## src/rtl/bp_be_dcache_pkt_decoder_pkg.sv

```systemverilog
// Shared types for the dcache packet decoder.
//   - bp_be_dcache_opcode_e      : 4-bit dcache opcode {store, unsigned, log2(size)}
//   - bp_be_dcache_decode_s      : decoded opcode fields
//   - bp_be_dcache_load_track_s  : per-load bookkeeping kept until read data returns
//   - size_mask_f                : byte-lane mask for an access size, lane 0 based
package bp_be_dcache_pkt_decoder_pkg;

    localparam int dword_width_gp = 64;

    typedef enum logic [3:0] {
        e_dcache_op_lb  = 4'b0000,
        e_dcache_op_lh  = 4'b0001,
        e_dcache_op_lw  = 4'b0010,
        e_dcache_op_ld  = 4'b0011,
        e_dcache_op_lbu = 4'b0100,
        e_dcache_op_lhu = 4'b0101,
        e_dcache_op_lwu = 4'b0110,
        e_dcache_op_sb  = 4'b1000,
        e_dcache_op_sh  = 4'b1001,
        e_dcache_op_sw  = 4'b1010,
        e_dcache_op_sd  = 4'b1011
    } bp_be_dcache_opcode_e;

    typedef struct packed {
        logic       store;
        logic       is_unsigned;
        logic [1:0] size;
    } bp_be_dcache_decode_s;

    typedef struct packed {
        bp_be_dcache_decode_s decode;
        logic [2:0]           offset;
    } bp_be_dcache_load_track_s;

    // One bit per byte covered by an access of 2**size bytes, starting at lane 0.
    function automatic logic [7:0] size_mask_f(input logic [1:0] size);
        logic [7:0] mask;
        case (size)
            2'd0:    mask = 8'h01;
            2'd1:    mask = 8'h03;
            2'd2:    mask = 8'h0F;
            default: mask = 8'hFF;
        endcase
        return mask;
    endfunction

endpackage

```

## src/rtl/bsg_fifo_1r1w_small.sv

```systemverilog
// Small register-based FIFO, ready-then-valid on the input side.
//   clk_i, reset_i : clock, synchronous active-high reset
//   v_i, ready_o   : enqueue request / space available (from registered count only)
//   data_i         : enqueue payload
//   v_o, data_o    : head valid / head payload
//   yumi_i         : consume head (ignored when v_o is low)
module bsg_fifo_1r1w_small #(
    parameter int width_p = 8,
    parameter int els_p   = 2
) (
    input  logic               clk_i,
    input  logic               reset_i,
    input  logic               v_i,
    output logic               ready_o,
    input  logic [width_p-1:0] data_i,
    output logic               v_o,
    output logic [width_p-1:0] data_o,
    input  logic               yumi_i
);

    localparam int ptr_w_lp = (els_p > 1) ? $clog2(els_p) : 1;
    localparam int cnt_w_lp = $clog2(els_p + 1);

    logic [width_p-1:0]  r_mem [els_p];
    logic [ptr_w_lp-1:0] r_wptr;
    logic [ptr_w_lp-1:0] r_rptr;
    logic [cnt_w_lp-1:0] r_count;

    logic w_enq;
    logic w_deq;

    function automatic logic [ptr_w_lp-1:0] ptr_inc_f(input logic [ptr_w_lp-1:0] p);
        return (p == ptr_w_lp'(els_p - 1)) ? '0 : p + 1'b1;
    endfunction

    assign ready_o = (r_count != cnt_w_lp'(els_p));
    assign v_o     = (r_count != '0);
    assign w_enq   = v_i & ready_o;
    assign w_deq   = yumi_i & v_o;
    assign data_o  = r_mem[r_rptr];

    always_ff @(posedge clk_i) begin
        if (reset_i) begin
            r_wptr  <= '0;
            r_rptr  <= '0;
            r_count <= '0;
        end else begin
            if (w_enq) r_wptr <= ptr_inc_f(r_wptr);
            if (w_deq) r_rptr <= ptr_inc_f(r_rptr);
            case ({w_enq, w_deq})
                2'b10:   r_count <= r_count + 1'b1;
                2'b01:   r_count <= r_count - 1'b1;
                default: r_count <= r_count;
            endcase
        end
    end

    // Storage carries no reset: occupancy is tracked solely by the pointers/count.
    always_ff @(posedge clk_i) begin
        if (w_enq) r_mem[r_wptr] <= data_i;
    end

endmodule

```

## src/rtl/bp_be_dcache_pkt_decoder.sv

```systemverilog
// MMU-to-dcache packet receiver.
// Decodes packets into lane-aligned array requests (address, store flag, byte
// write mask, shifted write data), tracks outstanding loads in order and turns
// returning 64-bit array words into sign/zero-extended load results.
//   pkt_*          : incoming packet, accepted on pkt_v_i & pkt_ready_o
//   req_*          : array request head, popped on req_yumi_i
//   rdata_v_i/_i   : read data for the oldest outstanding load
//   load_v_o/_data : registered, extended load result (one-cycle valid)
//   misaligned_v_o, illegal_v_o : one-cycle error pulses, cycle after acceptance
module bp_be_dcache_pkt_decoder
    import bp_be_dcache_pkt_decoder_pkg::*;
#(
    parameter int vaddr_width_p = 39,
    parameter int data_width_p  = 64,
    parameter int els_p         = 2
) (
    input  logic                     clk_i,
    input  logic                     reset_i,
    input  logic                     pkt_v_i,
    input  logic [3:0]               pkt_opcode_i,
    input  logic [vaddr_width_p-1:0] pkt_addr_i,
    input  logic [data_width_p-1:0]  pkt_data_i,
    output logic                     pkt_ready_o,
    output logic                     req_v_o,
    input  logic                     req_yumi_i,
    output logic [vaddr_width_p-1:0] req_addr_o,
    output logic                     req_store_o,
    output logic [7:0]               req_wmask_o,
    output logic [data_width_p-1:0]  req_wdata_o,
    input  logic                     rdata_v_i,
    input  logic [data_width_p-1:0]  rdata_i,
    output logic                     load_v_o,
    output logic [data_width_p-1:0]  load_data_o,
    output logic                     misaligned_v_o,
    output logic                     illegal_v_o
);

    typedef struct packed {
        logic [vaddr_width_p-1:0] addr;
        logic                     store;
        logic [7:0]               wmask;
        logic [data_width_p-1:0]  wdata;
    } req_entry_s;

    // ---------------- packet decode ----------------
    bp_be_dcache_decode_s w_decode;
    logic [2:0]           w_offset;
    logic                 w_illegal;
    logic                 w_misaligned;
    logic [7:0]           w_size_mask;
    logic [data_width_p-1:0] w_data_masked;
    logic                 w_accept;
    logic                 w_req_enq;
    logic                 w_trk_enq;

    assign w_decode.store       = pkt_opcode_i[3];
    assign w_decode.is_unsigned = pkt_opcode_i[2];
    assign w_decode.size        = pkt_opcode_i[1:0];
    assign w_offset             = pkt_addr_i[2:0];

    // 4'b11xx is exactly "store with the unsigned bit set".
    assign w_illegal = (pkt_opcode_i == 4'b0111) | (pkt_opcode_i[3] & pkt_opcode_i[2]);

    always_comb begin
        w_misaligned = 1'b0;
        case (w_decode.size)
            2'd0:    w_misaligned = 1'b0;
            2'd1:    w_misaligned = w_offset[0];
            2'd2:    w_misaligned = |w_offset[1:0];
            default: w_misaligned = |w_offset;
        endcase
    end

    assign w_size_mask = size_mask_f(w_decode.size);

    // Zero every byte above the access size before shifting into its lanes.
    for (genvar gi = 0; gi < 8; gi++) begin : g_data_mask
        assign w_data_masked[8*gi +: 8] = w_size_mask[gi] ? pkt_data_i[8*gi +: 8] : 8'h00;
    end

    assign w_accept  = pkt_v_i & pkt_ready_o;
    assign w_req_enq = w_accept & ~w_illegal & ~w_misaligned;
    assign w_trk_enq = w_req_enq & ~w_decode.store;

    req_entry_s w_req_in;
    assign w_req_in.addr  = {pkt_addr_i[vaddr_width_p-1:3], 3'b000};
    assign w_req_in.store = w_decode.store;
    assign w_req_in.wmask = w_decode.store ? (w_size_mask << w_offset) : 8'h00;
    assign w_req_in.wdata = w_data_masked << {w_offset, 3'b000};

    // ---------------- request FIFO ----------------
    logic       w_req_ready;
    req_entry_s w_req_head;

    bsg_fifo_1r1w_small #(
        .width_p ($bits(req_entry_s)),
        .els_p   (els_p)
    ) u_req_fifo (
        .clk_i   (clk_i),
        .reset_i (reset_i),
        .v_i     (w_req_enq),
        .ready_o (w_req_ready),
        .data_i  (w_req_in),
        .v_o     (req_v_o),
        .data_o  (w_req_head),
        .yumi_i  (req_yumi_i)
    );

    assign req_addr_o  = w_req_head.addr;
    assign req_store_o = w_req_head.store;
    assign req_wmask_o = w_req_head.wmask;
    assign req_wdata_o = w_req_head.wdata;

    // ---------------- load-tracking FIFO ----------------
    logic                     w_trk_ready;
    logic                     w_trk_v;
    logic                     w_trk_pop;
    bp_be_dcache_load_track_s w_trk_in;
    bp_be_dcache_load_track_s w_trk_head;

    assign w_trk_in.decode = w_decode;
    assign w_trk_in.offset = w_offset;
    assign w_trk_pop       = rdata_v_i & w_trk_v;

    bsg_fifo_1r1w_small #(
        .width_p ($bits(bp_be_dcache_load_track_s)),
        .els_p   (els_p)
    ) u_trk_fifo (
        .clk_i   (clk_i),
        .reset_i (reset_i),
        .v_i     (w_trk_enq),
        .ready_o (w_trk_ready),
        .data_i  (w_trk_in),
        .v_o     (w_trk_v),
        .data_o  (w_trk_head),
        .yumi_i  (w_trk_pop)
    );

    // Both FIFO ready signals come from registered counts, so a dequeue in
    // this cycle cannot open a slot until the next one.
    assign pkt_ready_o = w_req_ready & w_trk_ready;

    // ---------------- load data extraction ----------------
    logic [data_width_p-1:0] w_shifted;
    logic [data_width_p-1:0] w_load_ext;
    logic                    w_sext;

    assign w_shifted = rdata_i >> {w_trk_head.offset, 3'b000};
    assign w_sext    = ~w_trk_head.decode.is_unsigned;

    always_comb begin
        w_load_ext = w_shifted;
        case (w_trk_head.decode.size)
            2'd0: w_load_ext = {{(data_width_p-8){w_sext & w_shifted[7]}}, w_shifted[7:0]};
            2'd1: w_load_ext = {{(data_width_p-16){w_sext & w_shifted[15]}}, w_shifted[15:0]};
            2'd2: w_load_ext = {{(data_width_p-32){w_sext & w_shifted[31]}}, w_shifted[31:0]};
            default: w_load_ext = w_shifted;
        endcase
    end

    // ---------------- registered outputs ----------------
    logic                    r_load_v;
    logic [data_width_p-1:0] r_load_data;
    logic                    r_misaligned;
    logic                    r_illegal;

    always_ff @(posedge clk_i) begin
        if (reset_i) begin
            r_load_v     <= 1'b0;
            r_load_data  <= '0;
            r_misaligned <= 1'b0;
            r_illegal    <= 1'b0;
        end else begin
            // Tracked entries are always loads; the store bit only guards against
            // a corrupted entry ever producing a response.
            r_load_v     <= w_trk_pop & ~w_trk_head.decode.store;
            if (w_trk_pop) r_load_data <= w_load_ext;
            r_illegal    <= w_accept & w_illegal;
            r_misaligned <= w_accept & ~w_illegal & w_misaligned;
        end
    end

    assign load_v_o       = r_load_v;
    assign load_data_o    = r_load_data;
    assign misaligned_v_o = r_misaligned;
    assign illegal_v_o    = r_illegal;

    // Read data with nothing outstanding is dropped above; flag it in simulation.
    a_rdata_has_load: assert property (@(posedge clk_i) disable iff (reset_i)
        !(rdata_v_i && !w_trk_v));
    a_yumi_has_req: assert property (@(posedge clk_i) disable iff (reset_i)
        !(req_yumi_i && !req_v_o));

endmodule

```

## config.mk

```make
export PLATFORM = sky130hd
export DESIGN_NAME = bp_be_dcache_pkt_decoder
export DESIGN_NICKNAME = d
export VERILOG_FILES = /design/src/rtl/bp_be_dcache_pkt_decoder_pkg.sv /design/src/rtl/bsg_fifo_1r1w_small.sv /design/src/rtl/bp_be_dcache_pkt_decoder.sv
export SDC_FILE = /design/constraint.sdc
export NUM_CORES = 1
export LEC_CHECK = 0
export BUFFER_PORTS_ARGS = -buffer_cell sky130_fd_sc_hd__buf_2
export CAP_MARGIN = 20
export CORE_MARGIN = 2
export CORE_UTILIZATION = 28
export DETAILED_ROUTE_END_ITERATION = 8
export PLACE_DENSITY_LB_ADDON = 0.1
export SYNTH_ARGS = -nofsm -noshare
export SYNTH_HDL_FRONTEND = slang
export SYNTH_SLANG_ARGS = --single-unit
```

## constraint.sdc

```tcl
create_clock -name clk_i -period 18.65 [get_ports clk_i]
set_clock_uncertainty 0.2 [all_clocks]
set_input_delay 5.595 -clock clk_i [delete_from_list [all_inputs] [get_ports clk_i]]
set_output_delay 5.595 -clock clk_i [all_outputs]
set_load 0.02 [all_outputs]
```

Yosys cells after proc, flatten, opt, wreduce, memory -nomap -nowiden:

Memory sizes are Yosys's and may differ from the RTL's. A register that Yosys moved wholly into a read port is not among the register bits.
Cells that the tools add are included.

* word-level logic and storage cells: 91
* RAM bits: 232
* memories: 2
* bits in registers: 75
* input bits: 176
* output and inout port bits: 181

* multiplexer cells: 26
* shifts and indexed selects: 3
* bitwise gates (word level): 23
* reduce and logical (&&, ||, !) cells: 8
* equality and inequality tests: 11
* add/sub/neg operators: 8

Memories
* u_req_fifo.r_mem: words 2, bits a word 109, read ports 1, clocked after memory_dff 1, write ports 1, RTL line bsg_fifo_1r1w_small.sv:24 `logic [width_p-1:0] r_mem [els_p];`
* u_trk_fifo.r_mem: words 2, bits a word 7, read ports 1, clocked after memory_dff 1, write ports 1, RTL line bsg_fifo_1r1w_small.sv:24

Operator list (number)
* case mux 64 bit (3 select lines): 1
* two-way mux 8 bit: 9
* << shifter 64 x 6 -> 64 bit: 1
* >> shifter 64 x 6 -> 64 bit: 1
* case mux 8 bit (3 select lines): 1
* AND 1 bit: 17
* two-way mux 1 bit: 12
* == test 2 x 1 -> 1 bit, second input constant: 4
* == test 2 bit, second input constant: 4
* case mux 2 bit (2 select lines): 2
* nonzero test 2 bit: 4
* << shifter 8 x 3 -> 8 bit: 1
* inverter 1 bit: 5
* adder 1 bit, second input constant: 4
* adder 2 x 1 -> 2 bit, second input constant: 2
* == test 4 x 3 -> 1 bit, second input constant: 1
* logical NOT 2 bit: 2
* inequality test 2 bit, second input constant: 2
* subtractor 2 x 1 -> 2 bit, second input constant: 2
* case mux 1 bit (3 select lines): 1
* OR reduction 3 bit: 1
* OR reduction 2 bit: 1
* OR 1 bit: 1

Logic depth before layout (Yosys ltp):

Gate-level depths: netlist of run 1.

* depth after elaboration: 9
* depth in mapped cells: 11
* depth with buffers taken out: 8

Modules after synthesis:

A second synthesis of run 1 with hierarchy kept.

* cell total of the unflattened synthesis: 1240
* area total of the unflattened synthesis: 15449.8 µm²

Modules (own cells, without submodules)
* bsg_fifo_1r1w_small (u_req_fifo): cells an instance 372, area an instance 8290.5 µm², instances 1, sequential area each 6826.5 µm²
* bp_be_dcache_pkt_decoder: cells an instance 822, area an instance 6433.7 µm², instances 1, sequential area each 1341.3 µm²
* bsg_fifo_1r1w_small (u_trk_fifo): cells an instance 46, area an instance 725.7 µm², instances 1, sequential area each 520.5 µm²

Worst setup path after synthesis of run 1:

No wires, ideal clock.

* path kind: input to register
* start point: input pkt_addr_i[0]
* end point: memory u_req_fifo.r_mem[0][0] (netlist bit), enable pin
* path buffers: 1
* arrival time: 10.833 ns
* required time: 17.871 ns
* library setup time: 0.579 ns
* stages: 5
* slack: 7.039 ns
* cells stage by stage: clkbuf_1 a21oi_1 o21a_1 nand4_1 nor2_1

* word-level cells in the longest chain between the ends: 7
* elaborated cells on any way between the ends: 8
* classes of those cells: mux (3); bitwise (3); reduce/logical (2)

Ends and longest elaborated chain
* from (decl): RTL line bp_be_dcache_pkt_decoder.sv:21 `input logic [vaddr_width_p-1:0] pkt_addr_i,`
* OR reduction 3 bit or OR reduction 2 bit (tied branches): RTL line bp_be_dcache_pkt_decoder.sv:70, bp_be_dcache_pkt_decoder.sv:69
* case mux 1 bit (3 select lines) (*): RTL line bp_be_dcache_pkt_decoder.sv:66 `case (w_decode.size)`
* inverter 1 bit (*): RTL line bp_be_dcache_pkt_decoder.sv:82 `assign w_req_enq = w_accept & ~w_illegal & ~w_misaligned;`
* AND 1 bit (*): RTL line bp_be_dcache_pkt_decoder.sv:82
* AND 1 bit (*): RTL line bsg_fifo_1r1w_small.sv:38 `assign w_enq = v_i & ready_o;`
* two-way mux 1 bit (*): RTL line bsg_fifo_1r1w_small.sv:60 `if (w_enq) r_mem[r_wptr] <= data_i;`
* two-way mux 1 bit (implied by the code) (*): RTL line bsg_fifo_1r1w_small.sv:60
* to (decl): RTL line bsg_fifo_1r1w_small.sv:24

Mark *: on every way between the ends. The rest lies on a longest branch, timed or not.

==> metrics.md, run 1 <==
| Metric | Value |
|---|---|
| Slew Viols, Final | `0` |
| Switch share | `31.23%` |
| Main flop type after synthesis | `edfxtp_1` |
| Core area | `52,450 µm²` |
| HPWL Detailed | `36.64 mm` |
| Drt drc | `0` |
| Post-synth EDFFs | `232` |
| Peak supply drop | `0.00004861 V` |
| Placed cell areas | `17,230 µm²` |
| Outcome | `finished clean` |
| Inserted Clock Buffers | `39` |
| Post-synthesis adder-cell area fraction | `0.1686%` |
| Clk slew on worst S/H paths | `0.05 ns` |
| Total Power | `2055 µW` |
| Design area | `18,470 µm²` |
| Main combinational cell family by area after synthesis | `multiplexers` |
| Syn avg cell area | `11.63 µm²` |
| Grt total ovfl | `0` |
| Hold endpoint | `load_v_o$_SDFF_PP0_` |
| Setup Total Neg Slack | `0 ns` |
| Fill cells | `5,330` |
| Vias | `11.45k` |
| RSZ-0062 raised after global routing | `no` |
| Mux contribution to synthesized area | `15.71%` |
| Startpoint types | `flop` |
| Initial Util | `28.29%` |
| Final cell count without fillers | `2,306` |
| CTS hold repair buffers | `0` |
| Die W | `234.2 µm` |
| Layout cell share with drive strength beyond 1 | `36.43%` |
| Final Setup Violations | `0` |
| Row count | `84` |
| Number of global-route vias before repair | `11.23k` |
| Area of the mapped netlist | `14,840 µm²` |
| Clock Tree Buf Depth | `3` |
| Detailed Route WL | `51.85 mm` |
| Worst reg2reg endpoint | `load_data_o[52]$_SDFFE_PP0P_` |
| Post-Synth XOR/XNOR Area | `0.4722%` |
| Initial antenna violation count | `6` |
| Post-CTS resize count | `0` |
| Gpl congestion | `0.8495` |
| Placed insts | `2,235` |
| Commonest cells after routing, fill and taps aside | `buf_2 (352), edfxtp_1 (232), nor2_1 (141), mux2_2 (140), nand2_1 (112)` |
| Remaining antenna violation count | `0` |
| Min cycle time layout | `8.710 ns` |
| H-tree levels | `2` |
| Reg2reg setup slack | `14.71 ns` |
| Total global-route track usage | `18.29%` |
| P_int | `1414 µW` |
| Root buffer cell | `clkbuf_16` |
| YS warnings | `0` |
| Distinct cells, synth | `52` |
| Crit Path Max Fanout | `63` |
| M1 GR Usage | `24.84%` |
| First-pass GRT wire length | `73.61 mm` |
| Critical path class | `reg2out` |
| Synth top area cells | `edfxtp_1 (47%), mux2_2 (11%), dfxtp_1 (10%)` |
| Worst hold path type | `reg2reg` |
| Clock power frac | `35.9%` |
| Register-to-Register Path Depth | `8` |
| Cell Pwr Density | `111.3 nW/µm²` |
| Synth Area in Compound Gates | `11.70%` |
| Logic pwr share | `23.9%` |
| DRT iter0 DRCs | `825` |
| LEAKAGE | `0.006937 µW` |
| Post-CTS repair timing setup buffer count | `0` |
| DR vias/cell | `4.963` |
| Final Hold Viols | `0` |
| Post-synthesis simple-gate area fraction | `11.39%` |
| Async SR Flop Fraction | `0%` |
| Area grow syn2layout | `24.47%` |
| Most Crowded Layer GR | `met2` |
| WP data arrival | `2.92 ns` |
| I/O Buffers | `353` |
| Period utilization | `46.70%` |
| Yosys reg bits | `309` |
| Top cell type by total area after synthesis | `edfxtp_1` |
| Worst-Margin Slew | `1.021 ns` |
| Max Freq | `0.1148 GHz` |
| WP data required | `12.85 ns` |
| Top cell type's share of synthesized area | `46.95%` |
| Cells after Synth | `1,276` |
| Clock insertion delay at the later pin of the skew report | `0.55 ns` |
| Largest net degree at the start of global routing | `89` |
| Hold Crit Start | `u_trk_fifo.r_mem[1][6]$_DFFE_PP_` |
| Die span in y | `234.2 µm` |
| Met2 global-route usage | `29.14%` |
| Nets@finish | `1,766` |
| Hold path depth | `1` |
| Hold Slack | `0.2431 ns` |
| Max-cap viol count | `0` |
| Register area share after synthesis | `57.34%` |
| Met3 Usage GRT | `3.514%` |
| # clock sinks | `309` |
| CTS tree | `done` |
| Sequential share of power | `40.2%` |
| Post-DR wirelength/cell | `22.48 µm` |
| Crit. End Element | `primary output` |
| Switch Pwr | `641.8 µW` |
| Die area | `54,850 µm²` |
| Rel. slew slack | `31.95%` |
| DR pass1 iterations | `5` |
| IO Pins | `357` |
| Commonest non-fill, non-tap cell in the layout | `buf_2` |
==> Yosys cell counts, drive strengths merged (22+ instances only) <==
cell	number
clkbuf	80
a211oi	72
nor2b	35
o21ai	36
nand2	112
a21oi	63
buf	24
dfxtp	77
a22oi	23
nor3	22
nor2	143
mux2i	63
edfxtp	232
mux2	142
==> layout make-up <==
cell class | instances | area, µm² | area share, %
Antenna cell | 1 | 2.502 | 0.01355
Clock buffer | 55 | 1109 | 6.002
Clock inverter | 15 | 131.4 | 0.7113
Inverter | 7 | 26.28 | 0.1423
Multi-Input combinational cell | 858 | 5908 | 31.99
Sequential cell | 309 | 8512 | 46.09
Tap cell | 688 | 860.8 | 4.661
Timing Repair Buffer | 373 | 1919 | 10.39
==> metal layers <==
metal | vias up | wire length, µm
met5 | - | 13
met4 | 2 | 1453
met3 | 76 | 3215
met2 | 399 | 24080
li1 | 5375 | -
met1 | 5593 | 23090
==> flip-flops by register name, summed over array words and instances (netlist names), named ones only <==
signal and count:
u_req_fifo.r_rptr 1, misaligned_v_o 1, u_req_fifo.r_count 2, u_req_fifo.r_wptr 1, u_req_fifo.r_mem 218, load_data_o 64
u_trk_fifo.r_count 2, load_v_o 1, illegal_v_o 1, u_trk_fifo.r_rptr 1, u_trk_fifo.r_mem 14, u_trk_fifo.r_wptr 1
==> power groups by stage <==
stage / combinational [µW] / sequential, µW / clock [µW]
after floorplan: 307 / 843 / 0
after global placement: 499 / 842 / 0
after detailed placement: 498 / 842 / 0
after CTS: 500 / 828 / 762
after global routing: 530 / 833 / 787
final: 492 / 826 / 738
==> kinds of logic after synthesis <==
| kind of cell | count (synthesis) |
|---|---|
| simple gates | 375 |
| mux | 209 |
| other cells | 1 |
| xor+xnor | 8 |
| flops | 309 |
| compound gates | 261 |
| buf+inv | 111 |
| fa+ha+maj | 2 |
==> worst max-delay path, stage by stage, from the launching register on <==
cell and delay [ns]:
dfxtp_4 0.96, buf_4 0.70, mux2_2 0.48, buf_2 0.18
==> how the worst max path moves through the flow <==
stage	to	from
floorplan	u_req_fifo.r_mem[0][0]$_DFFE_PP_	pkt_addr_i[0]
global placement	u_req_fifo.r_mem[0][41]$_DFFE_PP_	pkt_opcode_i[1]
detailed placement	u_req_fifo.r_mem[0][41]$_DFFE_PP_	pkt_opcode_i[1]
CTS	req_wdata_o[43]	flop
global route	req_wdata_o[43]	flop
finish	req_wdata_o[37]	flop
==> through the flow <==
step	utilization [%]	worst slack, ns
after CTS	35.21	9.772
after global placement	32.85	9.354
after detailed placement	32.85	9.346
after global routing	35.21	9.719
final	35.22	9.940
after floorplan	-	7.039
Note: power is estimated with default switching activity, not from simulation.
==> run 2: changes to the inputs <==
Settings changed: ABC_AREA set to 1.
Clock period 18.65 ns to 7 ns, I/O delays scaled along.
==> run 2 against run 1 <==
  * Via count is 19% higher
  * Sequential power grew to 2.6 times the previous value
  * Count of clock-buffer cells in the layout is 4 lower
  * Worst hold slack better by 0.0063 ns
  * Wire length is 7.5% higher
  * Critical endpoint is now req_wdata_o[43]
==> metrics.md, run 2 <==
| Metric | Value |
|---|---|
| HPWL Detailed | `40.14 mm (+9.6%)` |
| Critical path class | `reg2out` |
| Count leader, synth | `nand2_1` |
| Placed cell areas | `18,020 µm² (+4.6%)` |
| Final Hold Viols | `0 (unchanged)` |
| Final Setup Violations | `0 (unchanged)` |
| I/O Buffers | `353 (unchanged)` |
| LEAKAGE | `0.008159 µW (+18%)` |
| Inserted Clock Buffers | `38 (-2.6%)` |
| Vias | `13.59k (+19%)` |
| DR vias/cell | `4.836 (-2.6%)` |
| Total global-route track usage | `18.64% (+0.35 points)` |
| Post-synth EDFFs | `232 (unchanged)` |
| Yosys reg bits | `309 (unchanged)` |
| Max Freq | `0.2031 GHz` |
| Register area share after synthesis | `54.05% (-3.3 points)` |
| Outcome | `finished clean` |
| Syn avg cell area | `9.026 µm² (-22%)` |
| Die span in y | `241.1 µm (+2.9%)` |
| Layout cell share with drive strength beyond 1 | `27.32% (-9.1 points)` |
| Crit. End Element | `primary output` |
| Hold Slack | `0.2493 ns (+0.006263 ns)` |
| Async SR Flop Fraction | `0% (unchanged)` |
| # clock sinks | `309 (unchanged)` |
| Nets@finish | `2,212 (+25%)` |
| Rel. slew slack | `35.24% (+3.3 points)` |
| IO Pins | `357 (unchanged)` |
| Die area | `58,130 µm² (+6.0%)` |
| Commonest non-fill, non-tap cell in the layout | `nand2_1` |
| Post-CTS repair timing setup buffer count | `0 (unchanged)` |
| Setup Total Neg Slack | `0 ns (unchanged)` |
| Gpl congestion | `0.8973 (+5.6%)` |
| First-pass GRT wire length | `80.89 mm (+9.9%)` |
| Period utilization | `70.32%` |
| WP data arrival | `2.62 ns (-0.30 ns)` |
| Main flop type after synthesis | `edfxtp_1` |
| Crit Path Max Fanout | `64 (+1.6%)` |
| Commonest cells after routing, fill and taps aside | `nand2_1 (380), buf_2 (353), nor2_1 (240), edfxtp_1 (232), nand3_1 (128)` |
| Min cycle time layout | `4.923 ns` |
| Initial antenna violation count | `3 (-3)` |
| H-tree levels | `2 (unchanged)` |
| YS warnings | `0 (unchanged)` |
| Grt total ovfl | `0 (unchanged)` |
| Detailed Route WL | `55.75 mm (+7.5%)` |
| Design area | `19,250 µm² (+4.2%)` |
| Post-DR wirelength/cell | `19.83 µm (-12%)` |
| Worst-Margin Slew | `0.9715 ns (-0.04927 ns)` |
| Commonest cells in the netlist | `nand2_1 (380), nor2_1 (242), edfxtp_1 (232), nand3_1 (128), inv_1 (119)` |
| Startpoint types | `flop` |
| Core area | `55,310 µm² (+5.5%)` |
| Top cell type by total area after synthesis | `edfxtp_1` |
| Drt drc | `0 (unchanged)` |
| Root buffer cell | `clkbuf_16` |
| Row count | `86 (+2.4%)` |
| Post-CTS resize count | `0 (unchanged)` |
| Number of global-route vias before repair | `13.15k (+17%)` |
| Largest reg by FF count | `u_req_fifo.r_mem` |
| Die W | `241.1 µm (+2.9%)` |
| Peak supply drop | `0.0001695 V (+250%)` |
| CTS hold repair buffers | `0 (unchanged)` |
| DR pass1 iterations | `5 (unchanged)` |
| Max-cap viol count | `0 (unchanged)` |
| DRT iter0 DRCs | `929 (+13%)` |
| Remaining antenna violation count | `0 (unchanged)` |
| Area grow syn2layout | `22.27%` |
| Area of the mapped netlist | `15,740 µm² (+6.1%)` |
| Max reg flops | `218 (unchanged)` |
| Cell Pwr Density | `269.2 nW/µm² (+140%)` |
| Initial Util | `28.46% (+0.17 points)` |
| Distinct cells, synth | `39 (-25%)` |
| CTS tree | `done` |
| RSZ-0062 raised after global routing | `no` |
| Synth top area cells | `edfxtp_1 (44%), dfxtp_1 (9.8%), nand2_1 (9.1%)` |
| Clk slew on worst S/H paths | `0.05 ns (about the same)` |
| Clock insertion delay at the later pin of the skew report | `0.55 ns (about the same)` |
| Clock Tree Buf Depth | `3 (unchanged)` |
| Slew Viols, Final | `0 (unchanged)` |
| Cells after Synth | `1,744 (+37%)` |
| WP data required | `4.70 ns (-8.15 ns)` |
| Worst hold path type | `reg2reg` |
| Largest net degree at the start of global routing | `110 (+24%)` |
| Top cell type's share of synthesized area | `44.26% (-2.7 points)` |
run 2: where the power goes:
part           internal, µW  switching, µW  total [µW]  leakage [µW]
Clock                  1190            769        1960      0.000597
Sequential             2080           62.3        2140       0.00275
Combinational           352            733        1080       0.00481
run 2: kinds of logic (layout without fill, tap and decap cells):
group / count (synthesis) / count (layout) / share of synthesized area [%]
flip-flops: 309 / 309 / 54.05
other: 1 / 5 / 0.02382
adder cells (fa/ha/maj): 2 / 2 / 0.1589
multiplexers: 109 / 109 / 7.797
AO/OA/AOI/OAI: 252 / 252 / 8.743
buffers and inverters: 249 / 564 / 6.923
AND/OR/NAND/NOR: 822 / 822 / 22.30
run 2: cell type report:
type	instances	area (µm²)
Multi-Input combinational cell	1188	6166
Timing Repair Buffer	367	1909
Fill cell	5836	36060
Sequential cell	309	8512
Clock buffer	51	1041
Inverter	130	498.0
Antenna cell	2	5.005
Clock inverter	16	180.2
Tap cell	748	935.9
run 2: worst paths after layout:
kind                                       start                      endpoint  slack [ns]  cells after the start
setup / recovery                            flop               req_wdata_o[43]        2.08                      3
hold / removal    u_req_fifo.r_rptr$_SDFFE_PP0P_                          flop        0.25                      1
setup reg to reg                            flop  load_data_o[21]$_SDFFE_PP0P_        3.21                     10
hold reg to reg   u_req_fifo.r_rptr$_SDFFE_PP0P_                          flop        0.25                      1
run 2: through the flow:
stage	util, %	setup WS (ns)	total power [µW]	std cells
2_1_floorplan	-	0.5381	2883	1746
3_3_place_gp	32.58	1.751	3274	2742
3_5_place_dp	32.58	1.628	3275	2742
4_1_cts	34.79	1.927	5269	2809
5_1_grt	34.80	1.894	5441	2810
6_report	34.80	2.077	5181	2811
run 2: worst max-delay path: stages (launching register included):
cell and delay, ns:
dfxtp_4 0.96, buf_4 0.49, mux2_2 0.43, buf_2 0.17
run 2: routing by layer:
layer	wire, µm	GRT usage (%)	share of wire [%]	up-vias
met5	13	0	0.023	-
met4	1616	6.061	2.9	2
met3	3535	3.797	6.3	88
met2	26780	30.80	48	424
met1	23810	24.37	43	6553
li1	-	-	-	6527
